**src/rtl/rom_loader_pkg.sv**
```systemverilog
`default_nettype none
// ============================================================================
// Module      : rom_loader_pkg
// Description : Shared state encoding and constants for the ROM image loader.
// Revision    : 1.0  initial release
// ============================================================================
package rom_loader_pkg;

    typedef enum logic [2:0] {
        IDLE  = 3'd0,
        LOAD  = 3'd1,
        FILL  = 3'd2,
        DONE  = 3'd3,
        ERROR = 3'd4
    } state_t;

    localparam logic [7:0] FILL_BYTE = 8'hFF;

endpackage : rom_loader_pkg
`default_nettype wire

```
**src/rtl/rom_loader.sv**
```systemverilog
`default_nettype none
// ============================================================================
// Module      : rom_loader
// Description : Streams a byte image into a KB-kilobyte ROM write port, pads
//               short images with 0xFF and reports an 8-bit running checksum.
// Revision    : 1.0  initial release
// ============================================================================
module rom_loader
    import rom_loader_pkg::*;
#(
    parameter int  KB = 16,
    localparam int N  = KB * 1024,
    localparam int AW = $clog2(N)
) (
    input  logic          clock,
    input  logic          reset,
    input  logic          start,
    input  logic [7:0]    s_data,
    input  logic          s_valid,
    input  logic          s_last,
    output logic          s_ready,
    output logic [AW-1:0] a,
    output logic [7:0]    d,
    output logic          w,
    output logic          busy,
    output logic          done,
    output logic          error,
    output logic [7:0]    sum
);

    localparam logic [AW:0] LAST_ADDR = (AW + 1)'(N - 1);
    localparam logic [AW:0] CNT_ONE   = (AW + 1)'(1);

    state_t        state_q;
    logic [AW:0]   cnt_q;
    logic [AW:0]   cnt_d;
    logic [7:0]    sum_q;
    logic [7:0]    sum_d;
    logic [AW-1:0] a_q;
    logic [7:0]    d_q;
    logic          w_q;
    logic          ready_q;
    logic          busy_q;
    logic          done_q;
    logic          error_q;

    always_comb begin
        cnt_d = cnt_q + CNT_ONE;
        sum_d = sum_q + s_data;
    end

    // done/error/busy settle one edge after the final write so the last write
    // cycle is still covered by busy.
    always_ff @(posedge clock or posedge reset) begin
        if (reset) begin
            state_q <= IDLE;
            cnt_q   <= '0;
            sum_q   <= '0;
            a_q     <= '0;
            d_q     <= '0;
            w_q     <= 1'b0;
            ready_q <= 1'b0;
            busy_q  <= 1'b0;
            done_q  <= 1'b0;
            error_q <= 1'b0;
        end else begin
            w_q <= 1'b0;
            case (state_q)
                IDLE, DONE, ERROR: begin
                    busy_q  <= 1'b0;
                    done_q  <= (state_q == DONE);
                    error_q <= (state_q == ERROR);
                    if (start) begin
                        state_q <= LOAD;
                        cnt_q   <= '0;
                        sum_q   <= '0;
                        done_q  <= 1'b0;
                        error_q <= 1'b0;
                        busy_q  <= 1'b1;
                        ready_q <= 1'b1;
                    end
                end
                LOAD: begin
                    if (s_valid) begin
                        a_q   <= cnt_q[AW-1:0];
                        d_q   <= s_data;
                        w_q   <= 1'b1;
                        cnt_q <= cnt_d;
                        sum_q <= sum_d;
                        if (cnt_q == LAST_ADDR) begin
                            ready_q <= 1'b0;
                            state_q <= s_last ? DONE : ERROR;
                        end else if (s_last) begin
                            ready_q <= 1'b0;
                            state_q <= FILL;
                        end
                    end
                end
                FILL: begin
                    a_q   <= cnt_q[AW-1:0];
                    d_q   <= FILL_BYTE;
                    w_q   <= 1'b1;
                    cnt_q <= cnt_d;
                    if (cnt_q == LAST_ADDR) begin
                        state_q <= DONE;
                    end
                end
                default: begin
                    state_q <= IDLE;
                    ready_q <= 1'b0;
                    busy_q  <= 1'b0;
                end
            endcase
        end
    end

    assign s_ready = ready_q;
    assign a       = a_q;
    assign d       = d_q;
    assign w       = w_q;
    assign busy    = busy_q;
    assign done    = done_q;
    assign error   = error_q;
    assign sum     = sum_q;

endmodule : rom_loader
`default_nettype wire

```
**config.mk**
```make
export PLATFORM = sky130hd
export DESIGN_NAME = rom_loader
export DESIGN_NICKNAME = d
export VERILOG_FILES = /design/src/rtl/rom_loader_pkg.sv /design/src/rtl/rom_loader.sv
export SDC_FILE = /design/constraint.sdc
export NUM_CORES = 1
export LEC_CHECK = 0
export CAP_MARGIN = 15
export CELL_PAD_IN_SITES_DETAIL_PLACEMENT = 2
export CELL_PAD_IN_SITES_GLOBAL_PLACEMENT = 2
export CORE_ASPECT_RATIO = 0.7
export CORE_MARGIN = 1.5
export CORE_UTILIZATION = 30
export CTS_CLUSTER_SIZE = 12
export DETAILED_ROUTE_END_ITERATION = 10
export PLACE_DENSITY = 0.69
export SLEW_MARGIN = 20
export SYNTH_ARGS = -nofsm -noshare
export SYNTH_HDL_FRONTEND = slang
export SYNTH_SLANG_ARGS = --single-unit
```
**constraint.sdc**
```tcl
create_clock -name clock -period 4 [get_ports clock]
set_input_delay 0.6 -clock clock [delete_from_list [all_inputs] [get_ports clock]]
set_output_delay 0.6 -clock clock [all_outputs]
set_load 0.01 [all_outputs]
```
==> results of run 1 <==
[per-layer routing]
layer	wire, um	vias up
met5	0	-
met1	3690	1044
met2	3230	26
met4	60	0
li1	-	968
met3	227	5
[flip-flops by register name (all words and copies together) (netlist names)]
name     flops
d            8
cnt_q       15
error        1
w            1
a           14
s_ready      1
busy         1
state_q      3
done         1
sum          8
[per-stage QoR]
stage | setup WS (ps) | util | hold slack (ps) | instance area [sq um] | total power [mW]
finish | 1600 | 0.394 | 500 | 3350 | 2.19
global route | 1460 | 0.394 | 533 | 3350 | 2.37
CTS | 1600 | 0.394 | 514 | 3350 | 2.24
detailed placement | 1310 | 0.378 | 498 | 3220 | 1.79
global placement | 1350 | 0.378 | 467 | 3220 | 1.76
floorplan | 1990 | - | 446 | 2650 | 1.41
[layout make-up]
class	instances	area (sq um)
sequential	53	1330
inverter	9	33.8
tap	120	150
clock buffer	8	136
fill	887	5160
multi-input combinational	169	1220
timing repair buffer	49	485
[layout by cell type, fill, tap and decap left out, drive strengths merged, types with 3 or more instances in the layout]
cell type and n:
dfrtp 53, clkdlybuf4s50 47, o21ai 18, nand2 17
nor2 16, a21oi 16, mux2 15, xor2 10
inv 9, o22a 8, ha 8, clkbuf 8
o22ai 7, nand3 6, o2111ai 5, o211ai 5
nand2b 4, and3 4, xnor2 4, or3 3
a21o 3
[kinds of logic (layout without fill, tap and decap cells)]
| group | after synthesis | after routing | synth area share |
|---|---|---|---|
| buffers and inverters | 19 | 66 | 0.0378 |
| AND/OR/NAND/NOR | 59 | 59 | 0.118 |
| flip-flops | 53 | 53 | 0.501 |
| adder cells (fa/ha/maj) | 9 | 9 | 0.0454 |
| XOR/XNOR | 14 | 14 | 0.0463 |
| multiplexers | 15 | 15 | 0.0638 |
| AO/OA/AOI/OAI | 72 | 72 | 0.188 |
[critical path, cell delays in order]
cell and delay (ps):
clkdlybuf4s50_1 500, ha_1 350, a211oi_1 300, o211ai_1 190, nand3_1 120, or4b_1 450
o211ai_1 110
[path summary, 6_finish.rpt]
check                      slack (ps)              startpoint  cells after the start              endpoint
max                              1600               s_data[1]                      7    sum[7]$_DFFE_PP0P_
min reg2reg                       500        busy$_DFFE_PP0N_                      1      busy$_DFFE_PP0N_
max in group asynchronous        2460                   reset                      3  cnt_q[9]$_DFFE_PP0P_
min in group asynchronous         730                   reset                      2           w$_DFF_PP0_
max reg2reg                      1750  state_q[0]$_DFFE_PP0P_                      5    sum[7]$_DFFE_PP0P_
min                               500        busy$_DFFE_PP0N_                      1      busy$_DFFE_PP0N_
[power by group through the flow]
stage | logic (mW) | registers (mW) | clock network [mW]
2_1_floorplan | 0.615 | 0.795 | 0
3_3_place_gp | 0.961 | 0.802 | 0
3_5_place_dp | 0.984 | 0.807 | 0
4_1_cts | 0.996 | 0.800 | 0.447
5_1_grt | 1.08 | 0.821 | 0.463
6_report | 0.972 | 0.797 | 0.425
==> results.ini, run 1 <==
[synth]
yosysSeqAreaShare=0.501
synth-async-reset-ratio=1.00
synth_common_cells=dfrtp_1, nand2_1, o21ai_0, mux2_2
synth_top_area_frac=0.501
synth_area_sq_um=2650
yosysMostFrequentCell=dfrtp_1
ys_top_cells_by_area=dfrtp_1, mux2_2, ha_1, xor2_1, o21ai_0
synth_edf_count=0
netlist_instances=241
synth_warnings=0
ys_ff_latch=53
ys_types=48
synth_top_area_cell=dfrtp_1
synth.avg_cell_area_sq_um=11.0
mappedNetlistNets=263
synth_flop_cell=dfrtp_1

[grt]
grt_max_degree=32
grt.met3_usage=0.0406
grt_busiest_layer=met2
first_global_vias=2347
grt_pass1_wl_um=12400
use_met2=0.279
use_met1=0.238
grt_use_total=0.173
antenna_found_initial=0
overflow=0

[clock_network]
worstSkewPairLatency_ps=290
cts.htree.levels=2
root_buffer=clkbuf_16
cts_buffers=5
clock-sinks=53
cts_resized=0
hold_buffers=0
clk_path_buf_depth=2
clk_pin_slew_ps=70
tritoncts=yes
cts.repair_timing.setup_buffer_count=0

[sta]
tns_ps=0
hold_violations=0
finClkSkew_ps=6.90
maxClockFrequency_mhz=416
min_period_over_period=0.601
relSlewSlack=0.404
slew_violations=0
setup_viol=0
rsz0062_at_grt=false
worst_pin_slew_ps=893
finalCriticalPeriod_ps=2400

[detailed_routing]
routed_via_density=5.01
postRouteAntennaNets=0
drt_wl_total_um=7200
routedWlPerCell_um=17.6
first_iter_violations=65
dr.pass1.iters=4
via_count=2043
drc=0

[placement]
post-dp-hpwl_um=5030
placement.io_buffers=47
dp_cells=400
place_congestion=0.756

[power]
combPwrFrac=0.443
power_leakage_nw=1.45
p_int_mw=1.36
p_sw_frac=0.381
powerDensity_nw_per_um2=654
clkPwrFrac=0.194
p_switching_mw=0.835
ir_worst_vdd_uv=247
seqPwrFrac=0.363

[layout]
antenna_cells=0
fin_nets=309
drive_gt1_frac=0.118
final_cells=408
area_growth_pct=26.7

[die]
core-area_sq_um=8510
rows=28
dieArea_sq_um=9410
fp.dieH_um=81.6
ios=48
start_util=0.311
die_x_um=115

[min_path]
hp-class=reg2reg

[status]
status=complete, no violations

[setup_path]
critPathCaptureType=flip-flop
crit_required_ps=4210
worstPathArrival_ps=2610
path_class=in2reg
start_kind=input pin
crit_fanout=3

[flow_run]
cap_violations=0

No activity file was read; power rests on OpenSTA's default activity.
==> run 2, diff against run 1 <==
==> constraint.sdc (replaced) <==
create_clock -name clock -period 2.25 [get_ports clock]
set_input_delay 0.3375 -clock clock [delete_from_list [all_inputs] [get_ports clock]]
set_output_delay 0.3375 -clock clock [all_outputs]
set_load 0.01 [all_outputs]
==> run 2 against run 1 <==
Net effect: final cell count rose by 3.7%; sequential share of layout area fell by 1.7 points; critical path depth is the same; combinational power rose by 95%; critical path type unchanged.
==> results.ini, run 2 (synthesized netlist as in run 1, its figures left out) <==
[layout]
area_growth_pct=32.2  ; was 26.7%
antenna_cells=0  ; unchanged
fin_nets=324  ; was 309
drive_gt1_frac=0.175  ; was 0.118
layout_commonest_cell=dfrtp_1  ; unchanged
layout_common_cells=dfrtp_1, clkdlybuf4s50_1, o21ai_0, nand2_1, buf_4  ; was dfrtp_1, clkdlybuf4s50_1, o21ai_0, nand2_1, mux2_2
n_fill_cell=907  ; was 887
largest_register_ffs=15  ; unchanged
final_area_sq_um=3500  ; was 3350 sq um
top_register=cnt_q  ; unchanged

[clock_network]
root_buffer=clkbuf_16  ; unchanged
tritoncts=yes  ; unchanged
worstSkewPairLatency_ps=300  ; was 290 ps
clk_path_buf_depth=2  ; unchanged
clock-sinks=53  ; unchanged
cts.htree.levels=2  ; unchanged
cts_buffers=5  ; unchanged
clk_pin_slew_ps=70  ; about the same

[sta]
hold_violations=0  ; unchanged
slew_violations=0  ; unchanged
setup_viol=0  ; unchanged
maxClockFrequency_mhz=464
finalCriticalPeriod_ps=2150
min_period_over_period=0.957
relSlewSlack=0.660  ; was 0.404
rsz0062_at_grt=false  ; unchanged
worst_pin_slew_ps=510  ; was 893 ps
finClkSkew_ps=6.63  ; was 6.90 ps

[detailed_routing]
via_count=2090  ; was 2043
dr.pass1.iters=4  ; unchanged
postRouteAntennaNets=0  ; unchanged
drc=0  ; unchanged
drt_wl_total_um=7330  ; was 7200 um
routedWlPerCell_um=17.3  ; was 17.6 um
routed_via_density=4.94  ; was 5.01
first_iter_violations=77  ; was 65

[setup_path]
crit_required_ps=2460  ; was 4210 ps
critPathBufInv=1  ; unchanged
startpoint=s_data[4]  ; was s_data[1]
crit_top_cell=o211ai_1  ; unchanged
crit_chain=clkdlybuf4s50_1 > ha_1 > o211ai_1 > o211ai_1 > a21oi_1 > or4b_1 > o211ai_1  ; was clkdlybuf4s50_1 > ha_1 > a211oi_1 > o211ai_1 > nand3_1 > or4b_1 > o211ai_1
crit_family=compound AO/OA/AOI/OAI gates  ; unchanged
start_kind=input pin  ; unchanged
cpPeakStageDelay_ps=500  ; about the same
critPathCaptureType=flip-flop  ; unchanged
worstPathArrival_ps=2360  ; was 2610 ps
cp_slowest_cell=or4b_1  ; was clkdlybuf4s50_1
crit_fanout=4  ; was 3
timing.rr.start=sum[4]$_DFFE_PP0P_  ; was state_q[0]$_DFFE_PP0P_
path_class=in2reg  ; unchanged

[power]
combPwrFrac=0.460  ; was 0.443
power_mw=4.13  ; was 2.19 mW
powerDensity_nw_per_um2=1180  ; was 654 nW/um^2
power_leakage_nw=1.54  ; was 1.45 nW
ir_worst_vdd_uv=421  ; was 247 uV
seqPwrFrac=0.344  ; was 0.363
p_switching_mw=1.57  ; was 0.835 mW
p_int_mw=2.56  ; was 1.36 mW
p_sw_frac=0.380  ; was 0.381
clkPwrFrac=0.196  ; was 0.194

[grt]
antenna_found_initial=0  ; unchanged
grt_busiest_layer=met1  ; was met2
grt_pass1_wl_um=12200  ; was 12400 um
use_met2=0.249  ; was 0.279
overflow=0  ; unchanged
use_met1=0.257  ; was 0.238
first_global_vias=2287  ; was 2347
grt_max_degree=54  ; was 32
grt.met3_usage=0.0406  ; unchanged
grt_use_total=0.174  ; was 0.173

[die]
fp.dieH_um=81.6  ; unchanged
dieArea_sq_um=9410  ; unchanged
die_x_um=115  ; unchanged
start_util=0.311  ; unchanged
core-area_sq_um=8510  ; unchanged
rows=28  ; unchanged
ios=48  ; unchanged

[placement]
place_congestion=0.775  ; was 0.756
placement.io_buffers=47  ; unchanged
placed_area_sq_um=3340  ; was 3220 sq um
post-dp-hpwl_um=5440  ; was 5030 um

[min_path]
hp-class=in2async  ; was reg2reg

[flow_run]
cap_violations=0  ; unchanged

[status]
status=complete, no violations  ; unchanged

run 2: area by class of cell:
type	count	area, sq um	share of cell area
flip-flops and latches	53	1330	0.379
clock buffers	6	139	0.0397
multi-input cells	169	1230	0.350
inverters	9	33.8	0.00965
repair buffers	64	611	0.174
clock inverters	2	13.8	0.00393
well taps	120	150	0.0429
run 2: worst min-delay path, cell delays in order:
cell and delay, ps:
clkdlybuf4s50_1 410, inv_2 70, buf_12 270
run 2: stage by stage:
step                      setup slack (ps)   util  hold slack, ps  cells  setup TNS, ps
after global routing                  16.0  0.411             428    423              0
final                                 96.6  0.411             403    423              0
after global placement               -90.9  0.393             480    415           -159
after detailed placement              -227  0.393             485    415           -324
after floorplan                        416      -             446    241              0
after CTS                             92.2  0.410             421    423              0
run 2: power by group through the flow:
stage,registers [mW],clock network (mW),logic (mW)
2_1_floorplan,1.41,0,1.09
3_3_place_gp,1.43,0,1.86
3_5_place_dp,1.44,0,1.91
4_1_cts,1.42,0.835,1.92
5_1_grt,1.46,0.885,2.10
6_report,1.42,0.807,1.90
run 2: routing by layer:
layer,vias to the layer above,wire length (um)
met2,30,3000
li1,1001,-
met3,8,228
met1,1051,4020
met4,0,84
met5,-,0
run 2: final timing paths:
check / depth (start not counted) / to / slack, ps
max in group asynchronous: 3 / cnt_q[3]$_DFFE_PP0P_ / 1600
worst max-delay path: 7 / sum[7]$_DFFE_PP0P_ / 100
worst min register to register: 1 / busy$_DFFE_PP0N_ / 500
worst min-delay path: 3 / w$_DFF_PP0_ / 400
min in group clock: 1 / busy$_DFFE_PP0N_ / 500
worst max register to register: 6 / sum[7]$_DFFE_PP0P_ / 160
run 2: what timing repair did:
| action | in CTS | in global routing |
|---|---|---|
| resized for setup | 0 | 1 |
| hold buffers | 0 | 0 |
| setup endpoints to repair | 0 | 1 |
| hold endpoints to repair | 0 | 0 |
| setup buffers | 0 | 0 |
